===== config.mk =====
export PLATFORM = sky130hd
export DESIGN_NAME = idu_pipe_flat
export DESIGN_NICKNAME = d
export VERILOG_FILES = /design/src/rtl/idu_pipe_if.sv /design/src/rtl/idu_pipe.sv /design/src/flat_wrapper.sv
export SDC_FILE = /design/constraint.sdc
export NUM_CORES = 1
export LEC_CHECK = 0
export ABC_AREA = 0
export CELL_PAD_IN_SITES_DETAIL_PLACEMENT = 0
export CELL_PAD_IN_SITES_GLOBAL_PLACEMENT = 1
export CORE_ASPECT_RATIO = 0.6
export CORE_MARGIN = 2
export CORE_UTILIZATION = 37
export DETAILED_ROUTE_END_ITERATION = 7
export GPL_TIMING_DRIVEN = 0
export HOLD_SLACK_MARGIN = 0.1
export PLACE_DENSITY = 0.84
export SETUP_SLACK_MARGIN = 0.15
export SLEW_MARGIN = 10
export SYNTH_ARGS = -nofsm -noshare
export SYNTH_HDL_FRONTEND = slang
export SYNTH_SLANG_ARGS = --single-unit

===== constraint.sdc =====
create_clock -name clk -period 4.05 [get_ports clk]
set_input_delay 0.81 -clock clk [delete_from_list [all_inputs] [get_ports clk]]
set_output_delay 0.81 -clock clk [all_outputs]
set_load 0.02 [all_outputs]

===== src/rtl/idu_pipe_if.sv =====
// Purpose: bundles the fetch-side, register-file and execute-side signals of the decode stage.
// Latency: none; this is wiring only.
// Backpressure: carries in_valid/in_ready and out_valid/out_ready. The slave modport is the decode stage.
// Ports: in_* and flush come from fetch; rs*_adr/rs*_data go to and from the register file;
//        out_* go to execute.
interface idu_pipe_if #(
    parameter int XLEN     = 32,
    parameter int PC_WIDTH = 32
);
    logic                in_valid;
    logic                in_ready;
    logic [31:0]         in_ir;
    logic [PC_WIDTH-1:0] in_pc;
    logic                flush;
    logic [4:0]          rs1_adr;
    logic [4:0]          rs2_adr;
    logic [XLEN-1:0]     rs1_data;
    logic [XLEN-1:0]     rs2_data;
    logic                out_valid;
    logic                out_ready;
    logic [PC_WIDTH-1:0] out_pc;
    logic [XLEN-1:0]     out_rs1;
    logic [XLEN-1:0]     out_rs2;
    logic [4:0]          out_rs1_adr;
    logic [4:0]          out_rs2_adr;
    logic [4:0]          out_rd_adr;
    logic [6:0]          out_opcode;
    logic [2:0]          out_funct3;
    logic [6:0]          out_funct7;
    logic [XLEN-1:0]     out_imm;
    logic                out_rd_we;
    logic                out_illegal;

    modport slave (
        input  in_valid, in_ir, in_pc, flush, rs1_data, rs2_data, out_ready,
        output in_ready, rs1_adr, rs2_adr, out_valid, out_pc, out_rs1, out_rs2,
               out_rs1_adr, out_rs2_adr, out_rd_adr, out_opcode, out_funct3,
               out_funct7, out_imm, out_rd_we, out_illegal
    );

    modport master (
        output in_valid, in_ir, in_pc, flush, rs1_data, rs2_data, out_ready,
        input  in_ready, rs1_adr, rs2_adr, out_valid, out_pc, out_rs1, out_rs2,
               out_rs1_adr, out_rs2_adr, out_rd_adr, out_opcode, out_funct3,
               out_funct7, out_imm, out_rd_we, out_illegal
    );
endinterface


===== src/rtl/idu_pipe.sv =====
// Purpose: RISC-V instruction decode stage. It has a valid/ready output register, flush,
//          load-use interlock, illegal-instruction detection and a saturating stall counter.
// Latency: 1 cycle from capture to out_valid. Register-file addresses are combinational from in_ir.
// Backpressure: in_ready = ~flush & ~hazard & (~out_valid | out_ready). It never looks at in_valid.
// Ports: clk, resetn (async, active-low); bus (idu_pipe_if.slave); stall_count (32-bit, saturating).
module idu_pipe #(
    parameter int XLEN     = 32,
    parameter int PC_WIDTH = 32,
    parameter bit RV32E    = 1'b0
) (
    input  logic        clk,
    input  logic        resetn,
    idu_pipe_if.slave   bus,
    output logic [31:0] stall_count
);
    localparam logic [6:0] OPC_LUI      = 7'b0110111;
    localparam logic [6:0] OPC_AUIPC    = 7'b0010111;
    localparam logic [6:0] OPC_JAL      = 7'b1101111;
    localparam logic [6:0] OPC_JALR     = 7'b1100111;
    localparam logic [6:0] OPC_BRANCH   = 7'b1100011;
    localparam logic [6:0] OPC_LOAD     = 7'b0000011;
    localparam logic [6:0] OPC_STORE    = 7'b0100011;
    localparam logic [6:0] OPC_OP_IMM   = 7'b0010011;
    localparam logic [6:0] OPC_OP       = 7'b0110011;
    localparam logic [6:0] OPC_MISC_MEM = 7'b0001111;
    localparam logic [6:0] OPC_SYSTEM   = 7'b1110011;

    logic [31:0] ir;
    logic [6:0]  opcode;
    logic [2:0]  funct3;
    logic [6:0]  funct7;
    logic [4:0]  rd;
    logic [4:0]  rs1;
    logic [4:0]  rs2;

    assign ir     = bus.in_ir;
    assign opcode = ir[6:0];
    assign funct3 = ir[14:12];
    assign funct7 = ir[31:25];
    assign rd     = ir[11:7];
    assign rs1    = ir[19:15];
    assign rs2    = ir[24:20];

    assign bus.rs1_adr = rs1;
    assign bus.rs2_adr = rs2;

    // Every immediate is first built as 32 signed bits. The size cast then sign-extends it to XLEN.
    // zimm has bit 31 clear, so the same cast zero-extends it.
    logic signed [31:0] imm32;
    logic               uses_rs1;
    logic               uses_rs2;
    logic               writes_rd;
    logic               illegal;

    always_comb begin
        imm32     = '0;
        uses_rs1  = 1'b1;
        uses_rs2  = 1'b0;
        writes_rd = 1'b0;
        illegal   = (ir[1:0] != 2'b11);
        case (opcode)
            OPC_LUI, OPC_AUIPC: begin
                imm32     = {ir[31:12], 12'b0};
                uses_rs1  = 1'b0;
                writes_rd = 1'b1;
            end
            OPC_JAL: begin
                imm32     = {{12{ir[31]}}, ir[19:12], ir[20], ir[30:21], 1'b0};
                uses_rs1  = 1'b0;
                writes_rd = 1'b1;
            end
            OPC_JALR: begin
                imm32     = {{20{ir[31]}}, ir[31:20]};
                writes_rd = 1'b1;
                if (funct3 != 3'b000) illegal = 1'b1;
            end
            OPC_BRANCH: begin
                imm32    = {{20{ir[31]}}, ir[7], ir[30:25], ir[11:8], 1'b0};
                uses_rs2 = 1'b1;
                if (funct3 == 3'b010 || funct3 == 3'b011) illegal = 1'b1;
            end
            OPC_LOAD: begin
                imm32     = {{20{ir[31]}}, ir[31:20]};
                writes_rd = 1'b1;
                if (funct3 == 3'b011 || funct3 == 3'b110 || funct3 == 3'b111) illegal = 1'b1;
            end
            OPC_STORE: begin
                imm32    = {{20{ir[31]}}, ir[31:25], ir[11:7]};
                uses_rs2 = 1'b1;
                if (funct3 >= 3'b011) illegal = 1'b1;
            end
            OPC_OP_IMM: begin
                imm32     = {{20{ir[31]}}, ir[31:20]};
                writes_rd = 1'b1;
            end
            OPC_OP: begin
                uses_rs2  = 1'b1;
                writes_rd = 1'b1;
                if (funct7 != 7'b0000000 && funct7 != 7'b0100000) illegal = 1'b1;
                if (funct7 == 7'b0100000 && funct3 != 3'b000 && funct3 != 3'b101) illegal = 1'b1;
            end
            OPC_MISC_MEM: begin
            end
            OPC_SYSTEM: begin
                imm32     = {27'b0, ir[19:15]};
                uses_rs1  = ~funct3[2];   // CSR*I forms carry zimm in the rs1 field
                writes_rd = (funct3 != 3'b000);
            end
            default: illegal = 1'b1;
        endcase
        if (RV32E && ((uses_rs1 && rs1[4]) || (uses_rs2 && rs2[4]) || (writes_rd && rd[4])))
            illegal = 1'b1;
    end

    // Load-use hazard: the held instruction is a load whose result the incoming one reads.
    logic hazard;
    logic capture;

    assign hazard = bus.out_valid && (bus.out_opcode == OPC_LOAD) && bus.out_rd_we &&
                    ((uses_rs1 && (rs1 == bus.out_rd_adr)) ||
                     (uses_rs2 && (rs2 == bus.out_rd_adr)));

    assign bus.in_ready = ~bus.flush & ~hazard & (~bus.out_valid | bus.out_ready);
    assign capture      = bus.in_valid & bus.in_ready;

    always_ff @(posedge clk or negedge resetn) begin
        if (!resetn) begin
            bus.out_valid   <= 1'b0;
            bus.out_pc      <= '0;
            bus.out_rs1     <= '0;
            bus.out_rs2     <= '0;
            bus.out_rs1_adr <= '0;
            bus.out_rs2_adr <= '0;
            bus.out_rd_adr  <= '0;
            bus.out_opcode  <= '0;
            bus.out_funct3  <= '0;
            bus.out_funct7  <= '0;
            bus.out_imm     <= '0;
            bus.out_rd_we   <= 1'b0;
            bus.out_illegal <= 1'b0;
            stall_count     <= '0;
        end else begin
            if (bus.flush)          bus.out_valid <= 1'b0;
            else if (capture)       bus.out_valid <= 1'b1;
            else if (bus.out_ready) bus.out_valid <= 1'b0;

            if (capture) begin
                bus.out_pc      <= bus.in_pc;
                bus.out_rs1     <= bus.rs1_data;
                bus.out_rs2     <= bus.rs2_data;
                bus.out_rs1_adr <= rs1;
                bus.out_rs2_adr <= rs2;
                bus.out_rd_adr  <= rd;
                bus.out_opcode  <= opcode;
                bus.out_funct3  <= funct3;
                bus.out_funct7  <= funct7;
                bus.out_imm     <= XLEN'(imm32);
                bus.out_rd_we   <= writes_rd && (rd != 5'd0) && !illegal;
                bus.out_illegal <= illegal;
            end

            if (bus.in_valid && hazard && !bus.flush && (stall_count != 32'hFFFF_FFFF))
                stall_count <= stall_count + 32'd1;
        end
    end
endmodule


===== src/flat_wrapper.sv =====
// flat-port wrapper written by rule: the top's interface ports become plain ports
module idu_pipe_flat 
#(
    parameter int XLEN     = 32,
    parameter int PC_WIDTH = 32,
    parameter bit RV32E    = 1'b0
)
  (clk, resetn, stall_count, bus_in_valid, bus_in_ir, bus_in_pc, bus_flush, bus_rs1_data, bus_rs2_data, bus_out_ready, bus_in_ready, bus_rs1_adr, bus_rs2_adr, bus_out_valid, bus_out_pc, bus_out_rs1, bus_out_rs2, bus_out_rs1_adr, bus_out_rs2_adr, bus_out_rd_adr, bus_out_opcode, bus_out_funct3, bus_out_funct7, bus_out_imm, bus_out_rd_we, bus_out_illegal);
  idu_pipe_if #(.XLEN(XLEN), .PC_WIDTH(PC_WIDTH)) bus_i ();
  input  logic clk;
  input  logic resetn;
  output logic [31:0] stall_count;
  input wire logic [$bits(bus_i.in_valid)-1:0] bus_in_valid;
  input wire logic [$bits(bus_i.in_ir)-1:0] bus_in_ir;
  input wire logic [$bits(bus_i.in_pc)-1:0] bus_in_pc;
  input wire logic [$bits(bus_i.flush)-1:0] bus_flush;
  input wire logic [$bits(bus_i.rs1_data)-1:0] bus_rs1_data;
  input wire logic [$bits(bus_i.rs2_data)-1:0] bus_rs2_data;
  input wire logic [$bits(bus_i.out_ready)-1:0] bus_out_ready;
  output wire logic [$bits(bus_i.in_ready)-1:0] bus_in_ready;
  output wire logic [$bits(bus_i.rs1_adr)-1:0] bus_rs1_adr;
  output wire logic [$bits(bus_i.rs2_adr)-1:0] bus_rs2_adr;
  output wire logic [$bits(bus_i.out_valid)-1:0] bus_out_valid;
  output wire logic [$bits(bus_i.out_pc)-1:0] bus_out_pc;
  output wire logic [$bits(bus_i.out_rs1)-1:0] bus_out_rs1;
  output wire logic [$bits(bus_i.out_rs2)-1:0] bus_out_rs2;
  output wire logic [$bits(bus_i.out_rs1_adr)-1:0] bus_out_rs1_adr;
  output wire logic [$bits(bus_i.out_rs2_adr)-1:0] bus_out_rs2_adr;
  output wire logic [$bits(bus_i.out_rd_adr)-1:0] bus_out_rd_adr;
  output wire logic [$bits(bus_i.out_opcode)-1:0] bus_out_opcode;
  output wire logic [$bits(bus_i.out_funct3)-1:0] bus_out_funct3;
  output wire logic [$bits(bus_i.out_funct7)-1:0] bus_out_funct7;
  output wire logic [$bits(bus_i.out_imm)-1:0] bus_out_imm;
  output wire logic [$bits(bus_i.out_rd_we)-1:0] bus_out_rd_we;
  output wire logic [$bits(bus_i.out_illegal)-1:0] bus_out_illegal;
  assign bus_i.in_valid = bus_in_valid;
  assign bus_i.in_ir = bus_in_ir;
  assign bus_i.in_pc = bus_in_pc;
  assign bus_i.flush = bus_flush;
  assign bus_i.rs1_data = bus_rs1_data;
  assign bus_i.rs2_data = bus_rs2_data;
  assign bus_i.out_ready = bus_out_ready;
  assign bus_in_ready = bus_i.in_ready;
  assign bus_rs1_adr = bus_i.rs1_adr;
  assign bus_rs2_adr = bus_i.rs2_adr;
  assign bus_out_valid = bus_i.out_valid;
  assign bus_out_pc = bus_i.out_pc;
  assign bus_out_rs1 = bus_i.out_rs1;
  assign bus_out_rs2 = bus_i.out_rs2;
  assign bus_out_rs1_adr = bus_i.out_rs1_adr;
  assign bus_out_rs2_adr = bus_i.out_rs2_adr;
  assign bus_out_rd_adr = bus_i.out_rd_adr;
  assign bus_out_opcode = bus_i.out_opcode;
  assign bus_out_funct3 = bus_i.out_funct3;
  assign bus_out_funct7 = bus_i.out_funct7;
  assign bus_out_imm = bus_i.out_imm;
  assign bus_out_rd_we = bus_i.out_rd_we;
  assign bus_out_illegal = bus_i.out_illegal;
  idu_pipe #(.XLEN(XLEN), .PC_WIDTH(PC_WIDTH), .RV32E(RV32E)) u_core (.clk(clk), .resetn(resetn), .bus(bus_i), .stall_count(stall_count));
endmodule

Word-level counts from Yosys, hierarchy flattened. Index checks and enable logic that the tools add are counted.

$lt $le $gt $ge: 1. Add/sub/neg operators: 1. Equality and inequality tests: 23. Bitwise logic cells: 8. Reduce and logical (&&, ||, !) cells: 29. Muxes and demuxes: 14.

Operators with widths (count): 32-bit one-hot mux with 6 select lines (1); 32-bit by 1-bit adder with 32-bit output (second input constant) (1); 32-bit inequality test (second input constant) (1); 7-bit by 6-bit == test with 1-bit output (second input constant) (4); 7-bit == test (second input constant) (4); 7-bit by 2-bit == test with 1-bit output (second input constant) (2); 7-bit by 5-bit == test with 1-bit output (second input constant) (2); 1-bit logical AND (13); 5-bit == test (2); 1-bit two-way mux (10); 3-bit OR reduction (3); 7-bit by 4-bit == test with 1-bit output (second input constant) (1); 7-bit by 6-bit inequality test with 1-bit output (second input constant) (1); 7-bit nonzero test (1); 7-bit OR reduction (1); 3-bit by 2-bit == test with 1-bit output (second input constant) (2); 3-bit == test (second input constant) (2); 1-bit one-hot mux with 6 select lines (1); 3-bit nonzero test (2); 6-bit OR reduction (1); 5-bit nonzero test (1); 1-bit logical OR (4); 1-bit NOT (4); 1-bit one-hot mux with 2 select lines (2); 7 further kinds (10).

Logic and storage cells: 90. Output and inout port bits: 206. Bits in registers: 195. Bits of input ports: 133.

Logic depth before layout (Yosys ltp). Gate-level depths: netlist of the first run.

Word-level depth: 12. Mapped depth: 10. Depth with buffers taken out: 7.

Worst setup path after synthesis of the first run. Ideal clock, no wire load.

Kind: input -> output. Start: input port bus_in_ir[3]. End: output port bus_in_ready. Slack: 572 ps. Data arrival time: 2668 ps. Required time: 3240 ps. Stages on the path: 7. Path buffers: 2. Cell sequence: buf_6 or3b_4 a211oi_4 nor2_1 a21o_1 clkbuf_1 nor3b_1.

Word-level cells in the longest chain between the ends: 9. Elaborated cells on any way between the ends: 18. Classes of those cells: eq/ne: 7; mux: 2; bitwise: 3; reduce/logical: 6.

RTL lines: start, declared (line flat_wrapper.sv:14) `input wire logic [$bits(bus_i.in_ir)-1:0] bus_in_ir;`; 7-bit by 6-bit == test with 1-bit output, or another cell as far along (line idu_pipe.sv:61) `case (opcode)`; 3-bit OR reduction (no line); 1-bit one-hot mux with 2 select lines or 1-bit two-way mux (tied branches) (line idu_pipe.sv:61); 1-bit logical AND (on tied branches) (line idu_pipe.sv:120, idu_pipe.sv:121); 1-bit logical OR * (line idu_pipe.sv:120) `((uses_rs1 && (rs1 == bus.out_rd_adr)) ||`; 1-bit logical AND * (line idu_pipe.sv:119) `assign hazard = bus.out_valid && (bus.out_opcode == OPC_LOAD) && bus.out_rd_we &&`; 1-bit NOT * (line idu_pipe.sv:123) `assign bus.in_ready = ~bus.flush & ~hazard & (~bus.out_valid | bus.out_ready);`; 1-bit bitwise AND * (2 in series) (line idu_pipe.sv:123); end, declared (line flat_wrapper.sv:20) `output wire logic [$bits(bus_i.in_ready)-1:0] bus_in_ready;`.

Mark *: on every way between the ends. The rest lies on a longest branch, timed or not.

Worst setup path in the final report of the first run.
Start: input port bus_in_ir[0]. End: output port bus_in_ready.

The elaborated chain is that of the path after synthesis.

==> results of run 1 <==
==> Yosys cell counts (all sizes together) (5+ instances only) <==
master,n
mux2i,11
clkbuf,12
nand3,23
a21oi,17
a21o,10
o21ai,36
dfrtp,195
inv,14
nor2,17
nand2b,5
nand4,15
nand2,28
mux2,137
buf,33
xnor2,39
nor3,9
and3,11
==> routing by layer <==
| layer | track usage [%] | up-vias |
|---|---|---|
| li1 | - | 3074 |
| met2 | 31.79 | 257 |
| met5 | 0 | - |
| met3 | 10.17 | 23 |
| met4 | 5.185 | 0 |
| met1 | 31.04 | 3354 |
==> kinds of logic (layout without fill, tap and decap cells) <==
group           Yosys count  after routing  synth area share, %
flops                   195            195                56.77
mux                     148            148                20.28
simple gates            136            136                8.443
compound gates           82             82                6.012
buf+inv                  60            431                4.076
xor+xnor                 42             42                4.280
fa+ha+maj                 1              1               0.1455
other cells               0              1                    0
==> repair_timing <==
item	in CTS	in global routing
buffers inserted	1	1
cloned	0	0
gates resized for setup	9	7
pin swaps	1	1
setup endpoints to repair	1	1
==> critical path, delay by kind of cell <==
kind / cells / cell delay (ps)
simple gates: 3 / 480
compound gates: 2 / 590
buf+inv: 4 / 1120
==> power breakdown <==
part	switching, uW	internal (uW)	total [uW]
registers	145	2180	2330
clock network	748	998	1750
logic	691	785	1480
==> stage by stage <==
step	area (um^2)	util (%)	worst slack [ps]
floorplan	8596	-	572.0
global placement	12340	53.73	-6243
detailed placement	12400	53.99	-598.2
CTS	13030	56.70	175.1
global route	13050	56.82	156.7
finish	13060	56.83	229.3
==> worst min path at each step <==
| stage | to | slack (ps) |
|---|---|---|
| after CTS | u_core.stall_count[9] | 170 |
| after detailed placement | u_core.stall_count[27] | 490 |
| final | u_core.stall_count[10] | 190 |
| after global routing | u_core.stall_count[10] | 170 |
| after floorplan | u_core.bus.out_funct3[0] | 510 |
| after global placement | u_core.stall_count[27] | 480 |
==> state kept, by name, summed over array words and instances (netlist names), 3 cells and up <==
register                cells
u_core.bus.out_imm         32
u_core.bus.out_pc          32
u_core.bus.out_rs1         32
u_core.bus.out_rs2         32
u_core.stall_count         32
u_core.bus.out_funct7       7
u_core.bus.out_opcode       7
u_core.bus.out_rd_adr       5
u_core.bus.out_rs1_adr      5
u_core.bus.out_rs2_adr      5
u_core.bus.out_funct3       3
==> cell type report <==
cell class	instances	area, um^2	share of cell area [%]
Tap cell	315	394.1	3.019
Antenna cell	1	2.502	0.01917
Clock inverter	6	93.84	0.7187
Buffer	45	304.0	2.329
Timing Repair Buffer	339	3430	26.27
Multi-Input combinational cell	409	3387	25.94
Inverter	15	56.30	0.4312
Clock buffer	26	509.2	3.900
Sequential cell	195	4880	37.37
==> metrics list, run 1 <==
- RSZ-0062 raised after global routing: no
* Post-detailed-route via-to-cell ratio: 4.965
- Async set-reset flop share out of synthesis: 100.0%
- In this run the core area contains 43 standard-cell rows.
- The critical path starts at bus_in_ir[0].
- Worst-skew pair later-pin latency: 430 ps
* Initial antenna violation count: 0
* Min-Delay Path Class: primary input to asynchronous set/reset pin
* Io pins: 339
* Worst reg2reg path startpoint: u_core.bus.out_opcode[5]
- Detailed routing placed a total of 11430 um of wire on met2.
* CTS tree: yes
* Most used cells in the layout excluding fill and tap cells: 333 x clkdlybuf4s50_1, 195 x dfrtp_1, 113 x mux2_2
* Pin count of the biggest net entering global routing: 103
- The tool flagged a number of max-cap violations equal to 0.
* Power Density: 425.2 nW/um^2
* Die outline width: 200.8 um
- After layout, the minimum clock period comes to 3821 ps.
* Leading register cell type out of synthesis: dfrtp_1
- In this design, the stage delay of the slowest critical-path cell is 490 ps.
* Detailed Place HPWL: 20260 um
* Worst-path cell chain: clkdlybuf4s50_1, and4_1, and3_1, clkbuf_2, a2111oi_4, a21o_1, clkbuf_4, nor3b_1, clkdlybuf4s15_2
- DIE AREA: 24510 um^2
* Setup crit start kind: primary input
- Final Wtd Congestion: 0.8333
* Sequential share of the synthesized area: 56.77%
* Port Buf Inserts: 335
* Post-route ant nets: 0
* Flop and latch count out of synthesis: 195
- Yosys mapped a number of flops with a built-in enable equal to 0.
- Of all nets on the critical path, the largest fanout is 10.
- After routing, the total negative slack on setup checks comes to 0 ps.
- Headroom to the max-slew limit: 47.02%
- Total global routing track utilization: 22.36%
* Number of DRC violations after detailed routing: 0
- Top cell type by total area after synthesis: dfrtp_1
- In the final routed layout, each cell accounts on average for 19.94 um.
- Fraction of layout cells with a size suffix above 1: 20.77%
- Wires add up to 26940 um.
- The critical path in this run is classified as primary input to output pin.
- In the post-synthesis netlist, the biggest area contributors are dfrtp_1 57%, mux2_2 15%, mux2_4 4.2%, xnor2_1 4.0%, o21ai_0 2.1%.
* Hold Fails Final Rpt: 0
* Result of the run: complete, no violations
* Final Setup Violations: 0
* Die boundary height: 122.1 um
* Count of placed standard cells in the final layout, fillers left out: 1351
- After synthesis the cells add up to 8596 um^2.
- Among all stages on the critical path, the largest delay is contributed by clkdlybuf4s50_1.
- At the worst endpoint, the required time is 3240 ps.
- No sink is reached through more buffers than the 2 on the longest clock path.
* Wire length of the first global-routing pass: 41550 um
- Area inside the core boundary: 22970 um^2
* Cell at the root of the clock tree: clkbuf_16
- Synthesis produced 664 cells.
- Yosys printed 0 warnings.
- IR Drop Worst-Case VDD: 0.2818 mV
- The worst setup path is captured at an output pin.
- Hold-fix buffers, CTS: 0
- Mapped Avg Cell Area: 12.95 um^2
- The filler cells instantiated in the layout total 1975.
* Via total after detailed routing: 6708
- Dividing the final minimum period by the clock period gives 94.34%.
- Final hold analysis gives a worst-case slack of 189.1 ps.
* Starting Density: 37.42%
* Cells on worst reg2reg path: 9
- In this run, CTS created clock tree buffers numbering 17.
- Counting every net in the synthesized netlist gives 798.
* Number of sinks driven by the clock tree: 195
* Remaining global-route overflow: 0
- Max-slew violation count: 0
- Final Total Pwr: 5551 uW
- After the last flow step, the layout net total stands at 1156.
- Max Clock Freq: 261.7 MHz
- From synthesis to final layout, the design area changed by 51.89%.
* Vias in the first global route: 6942
* Reg-to-reg slack, setup: 1470 ps
- Uppermost routed layer: met4
* Measured slew at the worst slew-check pin: 791.8 ps
* Detailed router's first-iteration violation count: 377
- Number of H-tree levels: 4
- Arrival time at the worst endpoint: 3010 ps
- Number of detailed-routing iterations run before antenna repair: 5
- After detailed routing, the wire length on met1 is 12310 um.
* Worst Skew: 9.428 ps
- After detailed routing, the met3 layer carries 2804 um of wire.
- Cell count after placement: 1316
* Most common library cell in the layout ignoring fill and taps: clkdlybuf4s50_1
* Endpoint of the worst setup timing path: bus_in_ready
- Share of the synthesized area in the top cell type: 56.77%
* Leakage dissipation: 0.005451 uW
* Capture point of the worst reg-to-reg path: u_core.bus.out_imm[7]
- Clock transition at the register clock pins on the worst setup and hold paths after CTS: 70 ps
- Count of cell types in the netlist: 48
Power figures use the tool's default switching activity.
==> run 2: changes to the inputs <==
- SKIP_LAST_GASP: not set -> 1
==> results of run 2 <==
The final DEF is identical to that of run 1; final timing and power are the same.
